<file path="src/rtl/rob_rollback_multicommit_if.sv">
// Dispatch / completion / rollback / commit / undo bundle of the reorder buffer.
// The master side is the pipeline driving the ROB, the slave side is the ROB itself.
interface rob_rollback_multicommit_if #(
  parameter int DEPTH = 8,
  parameter int CW    = 2,
  parameter int AR_W  = 5,
  parameter int PR_W  = 6
);
  localparam int IW  = $clog2(DEPTH);
  localparam int CNW = $clog2(DEPTH + 1);

  logic                 disp_valid;
  logic                 disp_ready;
  logic                 disp_has_dest;
  logic [AR_W-1:0]      disp_areg;
  logic [PR_W-1:0]      disp_T;
  logic [PR_W-1:0]      disp_Told;
  logic [IW-1:0]        disp_idx;
  logic                 cdb_valid;
  logic [IW-1:0]        cdb_idx;
  logic                 rb_valid;
  logic [IW-1:0]        rb_idx;
  logic                 rb_busy;
  logic [CW-1:0]        commit_valid;
  logic [CW-1:0]        commit_has_dest;
  logic [CW*AR_W-1:0]   commit_areg;
  logic [CW*PR_W-1:0]   commit_Told;
  logic                 undo_valid;
  logic [AR_W-1:0]      undo_areg;
  logic [PR_W-1:0]      undo_T;
  logic [PR_W-1:0]      undo_Told;
  logic [CNW-1:0]       count;
  logic                 empty;

  modport master (
    output disp_valid, disp_has_dest, disp_areg, disp_T, disp_Told,
           cdb_valid, cdb_idx, rb_valid, rb_idx,
    input  disp_ready, disp_idx, rb_busy, commit_valid, commit_has_dest,
           commit_areg, commit_Told, undo_valid, undo_areg, undo_T, undo_Told,
           count, empty
  );

  modport slave (
    input  disp_valid, disp_has_dest, disp_areg, disp_T, disp_Told,
           cdb_valid, cdb_idx, rb_valid, rb_idx,
    output disp_ready, disp_idx, rb_busy, commit_valid, commit_has_dest,
           commit_areg, commit_Told, undo_valid, undo_areg, undo_T, undo_Told,
           count, empty
  );
endinterface

</file>
<file path="src/rtl/rob_rollback_multicommit.sv">
// Reorder buffer with CW-wide in-order commit and a one-entry-per-cycle
// mispredict walk that emits map-table undo records youngest-first.
module rob_rollback_multicommit #(
  parameter int DEPTH = 8,
  parameter int CW    = 2,
  parameter int AR_W  = 5,
  parameter int PR_W  = 6
) (
  input  logic                       clk,
  input  logic                       reset,
  rob_rollback_multicommit_if.slave  bus
);
  localparam int IW          = $clog2(DEPTH);
  localparam int CNW         = $clog2(DEPTH + 1);
  localparam int DEPTH_M1_I  = DEPTH - 1;
  localparam logic [IW:0]     DEPTH_W  = DEPTH[IW:0];
  localparam logic [IW-1:0]   DEPTH_M1 = DEPTH_M1_I[IW-1:0];
  localparam logic [CNW-1:0]  DEPTH_C  = DEPTH[CNW-1:0];

  typedef enum logic {NORMAL = 1'b0, ROLLBACK = 1'b1} state_t;

  logic             valid_r    [DEPTH];
  logic             done_r     [DEPTH];
  logic             has_dest_r [DEPTH];
  logic [AR_W-1:0]  areg_r     [DEPTH];
  logic [PR_W-1:0]  t_r        [DEPTH];
  logic [PR_W-1:0]  told_r     [DEPTH];
  logic [IW-1:0]    head_r, tail_r, target_r;
  logic [CNW-1:0]   count_r;
  state_t           state_r;

  logic [IW-1:0]    lane_idx_s [CW];
  logic [CW-1:0]    commit_s;
  logic [IW:0]      ncommit_s;
  logic [IW:0]      tgt_dist_s;
  logic [IW-1:0]    last_s;
  logic             undo_step_s, accept_s, cdb_in_range_s, rb_in_range_s;

  // Modular pointer advance; off never exceeds DEPTH so one subtraction suffices.
  function automatic logic [IW-1:0] idx_add(input logic [IW-1:0] base, input logic [IW:0] off);
    logic [IW+1:0] sum;
    sum = {2'b00, base} + {1'b0, off};
    if (sum >= {1'b0, DEPTH_W}) begin
      sum = sum - {1'b0, DEPTH_W};
    end else begin
      sum = sum;
    end
    return sum[IW-1:0];
  endfunction

  if ((1 << IW) == DEPTH) begin : g_pow2
    assign cdb_in_range_s = 1'b1;
    assign rb_in_range_s  = 1'b1;
  end else begin : g_npow2
    assign cdb_in_range_s = ({1'b0, bus.cdb_idx} < DEPTH_W);
    assign rb_in_range_s  = ({1'b0, bus.rb_idx} < DEPTH_W);
  end

  assign last_s      = (tail_r == {IW{1'b0}}) ? DEPTH_M1 : tail_r - {{(IW-1){1'b0}}, 1'b1};
  assign undo_step_s = (state_r == ROLLBACK) && (count_r != {CNW{1'b0}}) && (last_s != target_r);
  assign accept_s    = bus.disp_valid && bus.disp_ready;

  // Distance from head to the rollback target, used to stop commit at the branch.
  always_comb begin
    if (target_r >= head_r) begin
      tgt_dist_s = {1'b0, target_r} - {1'b0, head_r};
    end else begin
      tgt_dist_s = {1'b0, target_r} + DEPTH_W - {1'b0, head_r};
    end
  end

  // In-order commit lane selection; during a walk only entries up to the live target retire.
  always_comb begin : lane_sel
    logic run_v;
    logic allow_v;
    commit_s  = {CW{1'b0}};
    ncommit_s = {(IW+1){1'b0}};
    run_v     = 1'b1;
    for (int k = 0; k < CW; k++) begin
      lane_idx_s[k] = idx_add(head_r, k[IW:0]);
      if (state_r == ROLLBACK) begin
        allow_v = valid_r[target_r] && (k[IW:0] <= tgt_dist_s);
      end else begin
        allow_v = 1'b1;
      end
      run_v       = run_v && allow_v && valid_r[lane_idx_s[k]] && done_r[lane_idx_s[k]];
      commit_s[k] = run_v;
      if (run_v) begin
        ncommit_s = ncommit_s + {{IW{1'b0}}, 1'b1};
      end else begin
        ncommit_s = ncommit_s;
      end
    end
  end

  for (genvar g = 0; g < CW; g++) begin : g_lane
    assign bus.commit_has_dest[g]             = commit_s[g] && has_dest_r[lane_idx_s[g]];
    assign bus.commit_areg[g*AR_W +: AR_W]    = areg_r[lane_idx_s[g]];
    assign bus.commit_Told[g*PR_W +: PR_W]    = told_r[lane_idx_s[g]];
  end

  assign bus.commit_valid = commit_s;
  assign bus.disp_ready   = (count_r < DEPTH_C) && (state_r == NORMAL) && !bus.rb_valid;
  assign bus.disp_idx     = tail_r;
  assign bus.rb_busy      = (state_r == ROLLBACK);
  assign bus.undo_valid   = undo_step_s && has_dest_r[last_s];
  assign bus.undo_areg    = areg_r[last_s];
  assign bus.undo_T       = t_r[last_s];
  assign bus.undo_Told    = told_r[last_s];
  assign bus.count        = count_r;
  assign bus.empty        = (count_r == {CNW{1'b0}});

  // Entry storage, pointers, occupancy and the NORMAL/ROLLBACK state machine.
  always_ff @(posedge clk or posedge reset) begin
    if (reset) begin
      for (int i = 0; i < DEPTH; i++) begin
        valid_r[i]    <= 1'b0;
        done_r[i]     <= 1'b0;
        has_dest_r[i] <= 1'b0;
        areg_r[i]     <= {AR_W{1'b0}};
        t_r[i]        <= {PR_W{1'b0}};
        told_r[i]     <= {PR_W{1'b0}};
      end
      head_r   <= {IW{1'b0}};
      tail_r   <= {IW{1'b0}};
      target_r <= {IW{1'b0}};
      count_r  <= {CNW{1'b0}};
      state_r  <= NORMAL;
    end else begin
      for (int k = 0; k < CW; k++) begin
        if (commit_s[k]) valid_r[lane_idx_s[k]] <= 1'b0;
      end
      if (undo_step_s) valid_r[last_s] <= 1'b0;
      // A completion for the entry squashed this very cycle must not resurrect it.
      if (bus.cdb_valid && cdb_in_range_s && valid_r[bus.cdb_idx] &&
          !(undo_step_s && (bus.cdb_idx == last_s))) begin
        done_r[bus.cdb_idx] <= 1'b1;
      end
      if (accept_s) begin
        valid_r[tail_r]    <= 1'b1;
        done_r[tail_r]     <= 1'b0;
        has_dest_r[tail_r] <= bus.disp_has_dest;
        areg_r[tail_r]     <= bus.disp_areg;
        t_r[tail_r]        <= bus.disp_T;
        told_r[tail_r]     <= bus.disp_Told;
        tail_r             <= idx_add(tail_r, {{IW{1'b0}}, 1'b1});
      end else if (undo_step_s) begin
        tail_r <= last_s;
      end
      head_r  <= idx_add(head_r, ncommit_s);
      count_r <= count_r + {{(CNW-1){1'b0}}, accept_s} - ncommit_s[CNW-1:0]
                         - {{(CNW-1){1'b0}}, undo_step_s};
      case (state_r)
        NORMAL: begin
          if (bus.rb_valid && rb_in_range_s && valid_r[bus.rb_idx]) begin
            state_r  <= ROLLBACK;
            target_r <= bus.rb_idx;
          end
        end
        ROLLBACK: begin
          if (!undo_step_s) state_r <= NORMAL;
        end
        default: state_r <= NORMAL;
      endcase
    end
  end
endmodule

</file>
<file path="src/flat_wrapper.sv">
// flat-port wrapper written by rule: the top's interface ports become plain ports
module rob_rollback_multicommit_flat 
#(
  parameter int DEPTH = 8,
  parameter int CW    = 2,
  parameter int AR_W  = 5,
  parameter int PR_W  = 6
)
  (clk, reset, bus_disp_valid, bus_disp_has_dest, bus_disp_areg, bus_disp_T, bus_disp_Told, bus_cdb_valid, bus_cdb_idx, bus_rb_valid, bus_rb_idx, bus_disp_ready, bus_disp_idx, bus_rb_busy, bus_commit_valid, bus_commit_has_dest, bus_commit_areg, bus_commit_Told, bus_undo_valid, bus_undo_areg, bus_undo_T, bus_undo_Told, bus_count, bus_empty);
  rob_rollback_multicommit_if #(.DEPTH(DEPTH), .CW(CW), .AR_W(AR_W), .PR_W(PR_W)) bus_i ();
  input  logic clk;
  input  logic reset;
  input wire logic [$bits(bus_i.disp_valid)-1:0] bus_disp_valid;
  input wire logic [$bits(bus_i.disp_has_dest)-1:0] bus_disp_has_dest;
  input wire logic [$bits(bus_i.disp_areg)-1:0] bus_disp_areg;
  input wire logic [$bits(bus_i.disp_T)-1:0] bus_disp_T;
  input wire logic [$bits(bus_i.disp_Told)-1:0] bus_disp_Told;
  input wire logic [$bits(bus_i.cdb_valid)-1:0] bus_cdb_valid;
  input wire logic [$bits(bus_i.cdb_idx)-1:0] bus_cdb_idx;
  input wire logic [$bits(bus_i.rb_valid)-1:0] bus_rb_valid;
  input wire logic [$bits(bus_i.rb_idx)-1:0] bus_rb_idx;
  output wire logic [$bits(bus_i.disp_ready)-1:0] bus_disp_ready;
  output wire logic [$bits(bus_i.disp_idx)-1:0] bus_disp_idx;
  output wire logic [$bits(bus_i.rb_busy)-1:0] bus_rb_busy;
  output wire logic [$bits(bus_i.commit_valid)-1:0] bus_commit_valid;
  output wire logic [$bits(bus_i.commit_has_dest)-1:0] bus_commit_has_dest;
  output wire logic [$bits(bus_i.commit_areg)-1:0] bus_commit_areg;
  output wire logic [$bits(bus_i.commit_Told)-1:0] bus_commit_Told;
  output wire logic [$bits(bus_i.undo_valid)-1:0] bus_undo_valid;
  output wire logic [$bits(bus_i.undo_areg)-1:0] bus_undo_areg;
  output wire logic [$bits(bus_i.undo_T)-1:0] bus_undo_T;
  output wire logic [$bits(bus_i.undo_Told)-1:0] bus_undo_Told;
  output wire logic [$bits(bus_i.count)-1:0] bus_count;
  output wire logic [$bits(bus_i.empty)-1:0] bus_empty;
  assign bus_i.disp_valid = bus_disp_valid;
  assign bus_i.disp_has_dest = bus_disp_has_dest;
  assign bus_i.disp_areg = bus_disp_areg;
  assign bus_i.disp_T = bus_disp_T;
  assign bus_i.disp_Told = bus_disp_Told;
  assign bus_i.cdb_valid = bus_cdb_valid;
  assign bus_i.cdb_idx = bus_cdb_idx;
  assign bus_i.rb_valid = bus_rb_valid;
  assign bus_i.rb_idx = bus_rb_idx;
  assign bus_disp_ready = bus_i.disp_ready;
  assign bus_disp_idx = bus_i.disp_idx;
  assign bus_rb_busy = bus_i.rb_busy;
  assign bus_commit_valid = bus_i.commit_valid;
  assign bus_commit_has_dest = bus_i.commit_has_dest;
  assign bus_commit_areg = bus_i.commit_areg;
  assign bus_commit_Told = bus_i.commit_Told;
  assign bus_undo_valid = bus_i.undo_valid;
  assign bus_undo_areg = bus_i.undo_areg;
  assign bus_undo_T = bus_i.undo_T;
  assign bus_undo_Told = bus_i.undo_Told;
  assign bus_count = bus_i.count;
  assign bus_empty = bus_i.empty;
  rob_rollback_multicommit #(.DEPTH(DEPTH), .CW(CW), .AR_W(AR_W), .PR_W(PR_W)) u_core (.clk(clk), .reset(reset), .bus(bus_i));
endmodule
</file>
<file path="config.mk">
export PLATFORM = sky130hd
export DESIGN_NAME = rob_rollback_multicommit_flat
export DESIGN_NICKNAME = d
export VERILOG_FILES = /design/src/rtl/rob_rollback_multicommit_if.sv /design/src/rtl/rob_rollback_multicommit.sv /design/src/flat_wrapper.sv
export SDC_FILE = /design/constraint.sdc
export NUM_CORES = 1
export LEC_CHECK = 0
export ABC_CLOCK_PERIOD_IN_PS = 11670
export BUFFER_PORTS_ARGS = -buffer_cell sky130_fd_sc_hd__buf_2
export CORE_MARGIN = 10
export CORE_UTILIZATION = 65
export CTS_CLUSTER_DIAMETER = 120
export CTS_CLUSTER_SIZE = 16
export DETAILED_ROUTE_END_ITERATION = 10
export PLACE_DENSITY_LB_ADDON = 0.25
export SYNTH_ARGS = -nofsm -noshare
export SYNTH_HDL_FRONTEND = slang
export SYNTH_SLANG_ARGS = --single-unit
</file>
<file path="constraint.sdc">
create_clock -name clk -period 11.67 [get_ports clk]
set_input_delay 2.9175 -clock clk [delete_from_list [all_inputs] [get_ports clk]]
set_output_delay 2.9175 -clock clk [all_outputs]
set_load 0.01 [all_outputs]
</file>
* Word-level counts from Yosys, hierarchy flattened *
Index checks and enable logic that the tools add are counted.

cells by class
  $add $sub $neg = 15
  $lt $le $gt $ge = 20
  equal/unequal tests = 2
  multiplexer cells = 90
  bitwise gates (word level) = 18
  reduce and logical (&&, ||, !) cells = 31

operator list
  operator                                            number
  bitwise mux 48 bit                                  2
  binary-select mux 6 bit (select 3 bit)              4
  2-to-1 mux 6 bit                                    9
  2-to-1 mux 8 bit                                    6
  binary-select mux 5 bit (select 3 bit)              3
  bitwise mux 40 bit                                  1
  >= comparator 4 bit, second input constant          9
  2-to-1 mux 5 bit                                    7
  bitwise AND 8 bit                                   4
  NOT 8 bit                                           4
  binary-select mux 1 bit (select 3 bit)              10
  2-to-1 mux 1 bit                                    30
  NOT 3 -> 4 bit                                      7
  logical AND 1 bit                                   24
  2-to-1 mux 3 bit                                    7
  < comparator 4 x 1 -> 1 bit, second input constant  5
  demux 6 bit (select 3 bit)                          1
  OR 8 bit                                            2
  demux 1 bit (select 3 bit)                          5
  demux 5 bit (select 3 bit)                          1
  subtractor 3 x 1 -> 3 bit, second input constant    5
  adder 3 x 1 -> 4 bit, second input constant         2
  bitwise mux 8 bit                                   1
  <= comparator 1 x 4 -> 1 bit, first input constant  2
  other kinds (23)                                    25

storage, ports and cells
  register bits = 174
  input port bits = 29
  logic and storage cells = 229

* Logic depth before layout (Yosys ltp) *
  word-level depth = 16
  depth in mapped cells = 18
  depth with buffers taken out = 17

* Least setup slack after synthesis *
OpenSTA, ideal clock, no wires.

  kind = input-to-output
  start = input bus_rb_valid
  end = output bus_disp_ready
  data arrival time = 3.219 ns
  data required time = 8.753 ns
  setup slack = 5.534 ns
  stages = 1
  cells stage by stage = nor3_1

between the ends
  cells in the longest elaborated chain, start to end = 2

RTL lines
  element            RTL line                         source
  start, declared    flat_wrapper.sv:20               input wire logic [$bits(bus_i.rb_valid)-1:0] bus_rb_valid;
  zero test 1 bit    rob_rollback_multicommit.sv:103  assign bus.disp_ready = (count_r < DEPTH_C) && (state_r == NORMAL) && !bus.rb_valid;
  logical AND 1 bit  rob_rollback_multicommit.sv:103
  end, declared      flat_wrapper.sv:22               output wire logic [$bits(bus_i.disp_ready)-1:0] bus_disp_ready;

Every way passes these cells.

* Worst setup path in the final report *
  start = register u_core.head_r[0]
  end = output bus_commit_areg[6]

between the ends
  cells in the longest elaborated chain, start to end = 7

RTL lines
  element                                                           RTL line                                                        source
  start, declared                                                   rob_rollback_multicommit.sv:28                                  logic [IW-1:0] head_r, tail_r, target_r;
  start signal, assigned                                            rob_rollback_multicommit.sv:124                                 head_r <= {IW{1'b0}};
  start signal, assigned                                            rob_rollback_multicommit.sv:150                                 head_r <= idx_add(head_r, ncommit_s);
  adder 3 x 1 -> 4 bit (*)                                          rob_rollback_multicommit.sv:42                                  sum = {2'b00, base} + {1'b0, off};
  >= comparator 4 bit or subtractor 3 x 1 -> 3 bit (tied branches)  rob_rollback_multicommit.sv:43, rob_rollback_multicommit.sv:44
  2-to-1 mux 3 bit (*)                                              rob_rollback_multicommit.sv:43                                  if (sum >= {1'b0, DEPTH_W}) begin
  NOT 3 -> 4 bit (implied by the code) (*)                          rob_rollback_multicommit.sv:98                                  assign bus.commit_areg[g*AR_W +: AR_W] = areg_r[lane_idx_s[g]];
  binary-select mux 5 bit (select 3 bit) (*)                        rob_rollback_multicommit.sv:98
  2-to-1 mux 5 bit (implied by the code) (*) (2 in series)          rob_rollback_multicommit.sv:98
  end, declared                                                     flat_wrapper.sv:27                                              output wire logic [$bits(bus_i.commit_areg)-1:0] bus_commit_areg;

Mark *: on every way between the ends. The rest lies on a longest branch, timed or not. The select of a mux whose other input is x is not followed.

==> metrics.md <==
| Metric | Value |
|---|---|
| CTS buffer count | `17` |
| Synth cell types | `74` |
| Arrival time worst endpoint | `3.84 ns` |
| Predominant post-synthesis flop cell | `dfrtp_1` |
| Power per Cell Area | `333 nW/um2` |
| Postcts setup bufs | `0` |
| Yosys Warn Count | `0` |
| Total track usage | `28.1%` |
| Period utilization | `57.9%` |
| Cells after Synth | `915` |
| Critical path peak fanout | `30` |
| PostCTS Resize Cnt | `0` |
| Worst Min Path Start | `u_core.t_r[22]$_DFFE_PP0P_` |
| Slowest cell on the critical path | `nor3_2` |
| Routed vias | `8333` |
| Post-Place Worst Slack | `5.39 ns` |
| Final GP Congestion | `0.932` |
| Synth async-reset ratio | `100%` |
| Hold path endpoint | `u_core.t_r[22]$_DFFE_PP0P_` |
| Area of the multi-input gates | `5460 um2` |
| Pre-antenna DRT Iters | `6` |
| Reg-to-Reg End | `u_core.bus.count[3]$_DFF_PP0_` |
| Die height | `145 um` |
| Status | `finished clean` |
| Hold_buf cts | `0` |
| Port Buf Inserts | `82` |
| Crit. End Element | `primary output` |
| Vias in the first global route | `8499` |
| Max-cap violations | `0` |
| Synth area leader | `dfrtp_1` |
| Count of pins over their slew limit | `0` |
| FF+latch count, synth | `174` |
| Leak pwr | `5.34 nW` |
| Initial Utilization | `66.7%` |
| DR vias/cell | `6.97` |
| Flop2flop setup slack | `6.35 ns` |
| Worst-margin pin slew | `1.34 ns` |
| EDFF count, synth | `0` |
| Setup WS post-layout | `4.91 ns` |
| CTS tree | `built` |
| Share of cells above drive strength 1 | `31.4%` |
| Area contributors post-synth | `dfrtp_1, mux4_2, mux2_2` |
| Syn_nets | `962` |
| Setup violators final | `0` |
| Largest net degree at the start of global routing | `95` |
| FF+latch area | `4350 um2` |
| Pwr Total | `0.00377 W` |
| Hold depth | `2` |
| Nets | `1019` |
| Die area | `21100 um2` |
| Routed WL | `30.4 mm` |
| Std-Cell Rows | `45` |
| DRC | `0` |
| Syn-to-layout area delta | `10.9%` |
| Min-delay worst type | `flop to flop` |
| Cell breakdown of the critical path | `ha_1 > xor2_1 > nor3_2 > a22oi_1 > nand4_1 > buf_2` |
| DR iter-0 viols | `1249` |
| Cell Area, Synth | `10200 um2` |
| Syn avg cell area | `11.2 um2` |
| Data required time of the critical path | `8.75 ns` |
| Antenna violation net count after detailed routing | `0` |
| Maximum clock insertion buffer count | `2` |
| Die Wd | `145 um` |
| RSZ-0062 raised after global routing | `no` |
| Hold Fails Final Rpt | `0` |
| Critical path type | `flop to primary output` |
| Critical path startpoint category | `flop` |
| Critical Path Max Stage Delay | `1.12 ns` |
| # fillers | `1073` |
| HPWL reported at the end of detailed placement | `18.0 mm` |
| Worst R2R Start | `u_core.head_r[0]$_DFF_PP0_` |
| Maximum clock frequency | `0.148 GHz` |
| Layout Utilization | `74.0%` |
| Register-to-Register Path Depth | `14` |
| Worst-Skew Late Latency | `0.43 ns` |
| Avg WL per Cell | `25.4 um` |
| Clock slew at reported path FFs | `0.07 ns` |
| Fin Hold WS | `0.480 ns` |
| Clk sinks | `174` |
| Peak supply drop | `226 uV` |
| Skew final | `0.00900 ns` |
| Final Critical Period | `6.76 ns` |
| Clock Root Buffer | `clkbuf_16` |
| H-tree Lvls | `4` |
| Most frequent cells in the layout | `nand2_1, dfrtp_1, a22oi_1, buf_2, mux2_2` |
| Area of the core | `15300 um2` |
| Commonest non-fill, non-tap cell in the layout | `nand2_1` |
| CP top delay family | `simple AND/OR/NAND/NOR gates` |
| Sequential area share after synthesis | `42.7%` |
| Share of the synthesized area in the top cell type | `42.7%` |
| Initial antenna violation count | `2` |
| I/O pin count | `83` |
| Setup TNS | `0 ns` |
| Gr ovfl total | `0` |
| Global-route wire length before repair | `47.4 mm` |
| Slew headroom | `10.3%` |
| CP bufs+invs | `1` |
[cell families (layout without fill, tap and decap cells)]
| group | Yosys count | in the layout | synth area share (%) |
|---|---|---|---|
| AND/OR/NAND/NOR | 299 | 299 | 14.5 |
| buffers and inverters | 98 | 166 | 4.57 |
| flip-flops | 174 | 174 | 42.7 |
| XOR/XNOR | 9 | 9 | 1.21 |
| multiplexers | 152 | 152 | 22.2 |
| AO/OA/AOI/OAI | 165 | 165 | 12.3 |
| adder cells (fa/ha/maj) | 18 | 18 | 2.65 |
| other | 0 | 1 | 0 |
[registers in the layout (all words and copies together) (netlist names), 4 cells and up]
name	count
u_core.t_r	48
u_core.done_r	8
u_core.told_r	48
u_core.valid_r	8
u_core.areg_r	40
u_core.has_dest_r	8
u_core.bus.count	4
[worst reg2reg max path, cell delays in order (launching register included)]
cell and delay (ns):
dfrtp_1 0.99, ha_1 0.34, xor2_1 0.87, mux4_2 0.49, nand2_1 0.13, o21ai_0 0.12
and3_1 0.23, ha_1 0.36, fa_1 0.43, fa_1 0.43, inv_1 0.07, ha_1 0.14
inv_1 0.05, fa_1 0.37, xor2_1 0.18
[where the power goes]
group | internal, W | total [W] | switching [W]
clock network | 0.000300 | 0.000546 | 0.000246
registers | 0.000863 | 0.00117 | 0.000311
logic | 0.000875 | 0.00205 | 0.00117
total | 0.00204 | 0.00377 | 0.00173
[final cells by class]
| type | instances | area share, % |
|---|---|---|
| antenna | 1 | 0.0221 |
| clock inverter | 11 | 1.01 |
| timing repair buffer | 102 | 4.95 |
| sequential | 174 | 38.4 |
| inverter | 34 | 1.17 |
| clock buffer | 19 | 3.91 |
| tap | 211 | 2.33 |
| multi-input combinational | 643 | 48.2 |
[stage by stage]
stage / cells / instance area, um2
3_3_place_gp: 1164 / 10800
4_1_cts: 1194 / 11300
5_1_grt: 1195 / 11300
3_5_place_dp: 1164 / 10800
6_report: 1195 / 11300
2_1_floorplan: 915 / 10200
[routing by layer]
layer	GRT usage, %	routed length [um]	up-vias
li1	-	-	3504
met1	35.8	11600	4093
met2	43.1	14000	615
met3	8.20	3510	121
met4	14.1	1260	0
met5	0	0	-
[worst max-delay path by stage]
stage                                              end  cells after the start                  startpoint
after global routing            bus_commit_has_dest[1]                      8  u_core.head_r[0]$_DFF_PP0_
final                               bus_commit_areg[6]                      6  u_core.head_r[0]$_DFF_PP0_
after CTS                       bus_commit_has_dest[1]                      8  u_core.head_r[0]$_DFF_PP0_
after detailed placement                bus_disp_ready                      3                bus_rb_valid
after global placement                  bus_disp_ready                      3                bus_rb_valid
after floorplan           u_core.areg_r[0]$_DFFE_PP0P_                      1                       reset
[cells in the mapped netlist, types with 3 or more instances]
cell and instances:
a22oi_1 82, mux2_2 74, and4_1 4, nor2_1 10, xnor2_1 4, nor3_1 20, nor3b_1 7, fa_1 6
and2_1 3, mux2_1 8, inv_1 30, a21o_1 7, nand3_1 7, o311ai_0 8, buf_4 9, inv_2 3
a21oi_1 8, a32o_1 4, mux4_2 41, o21ai_0 10, nand2_1 184, mux2_4 26, clkbuf_1 29, and3_1 5
o31ai_1 3, nand4_1 19, nand2b_1 5, dfrtp_1 174, o31a_1 3, nor4_1 8, buf_1 4, a31oi_1 9
nor2b_1 5, ha_1 12, a22o_1 5, buf_6 6, mux2i_1 3, a221oi_1 6, buf_2 16
(Power assumes the default switching activity.)
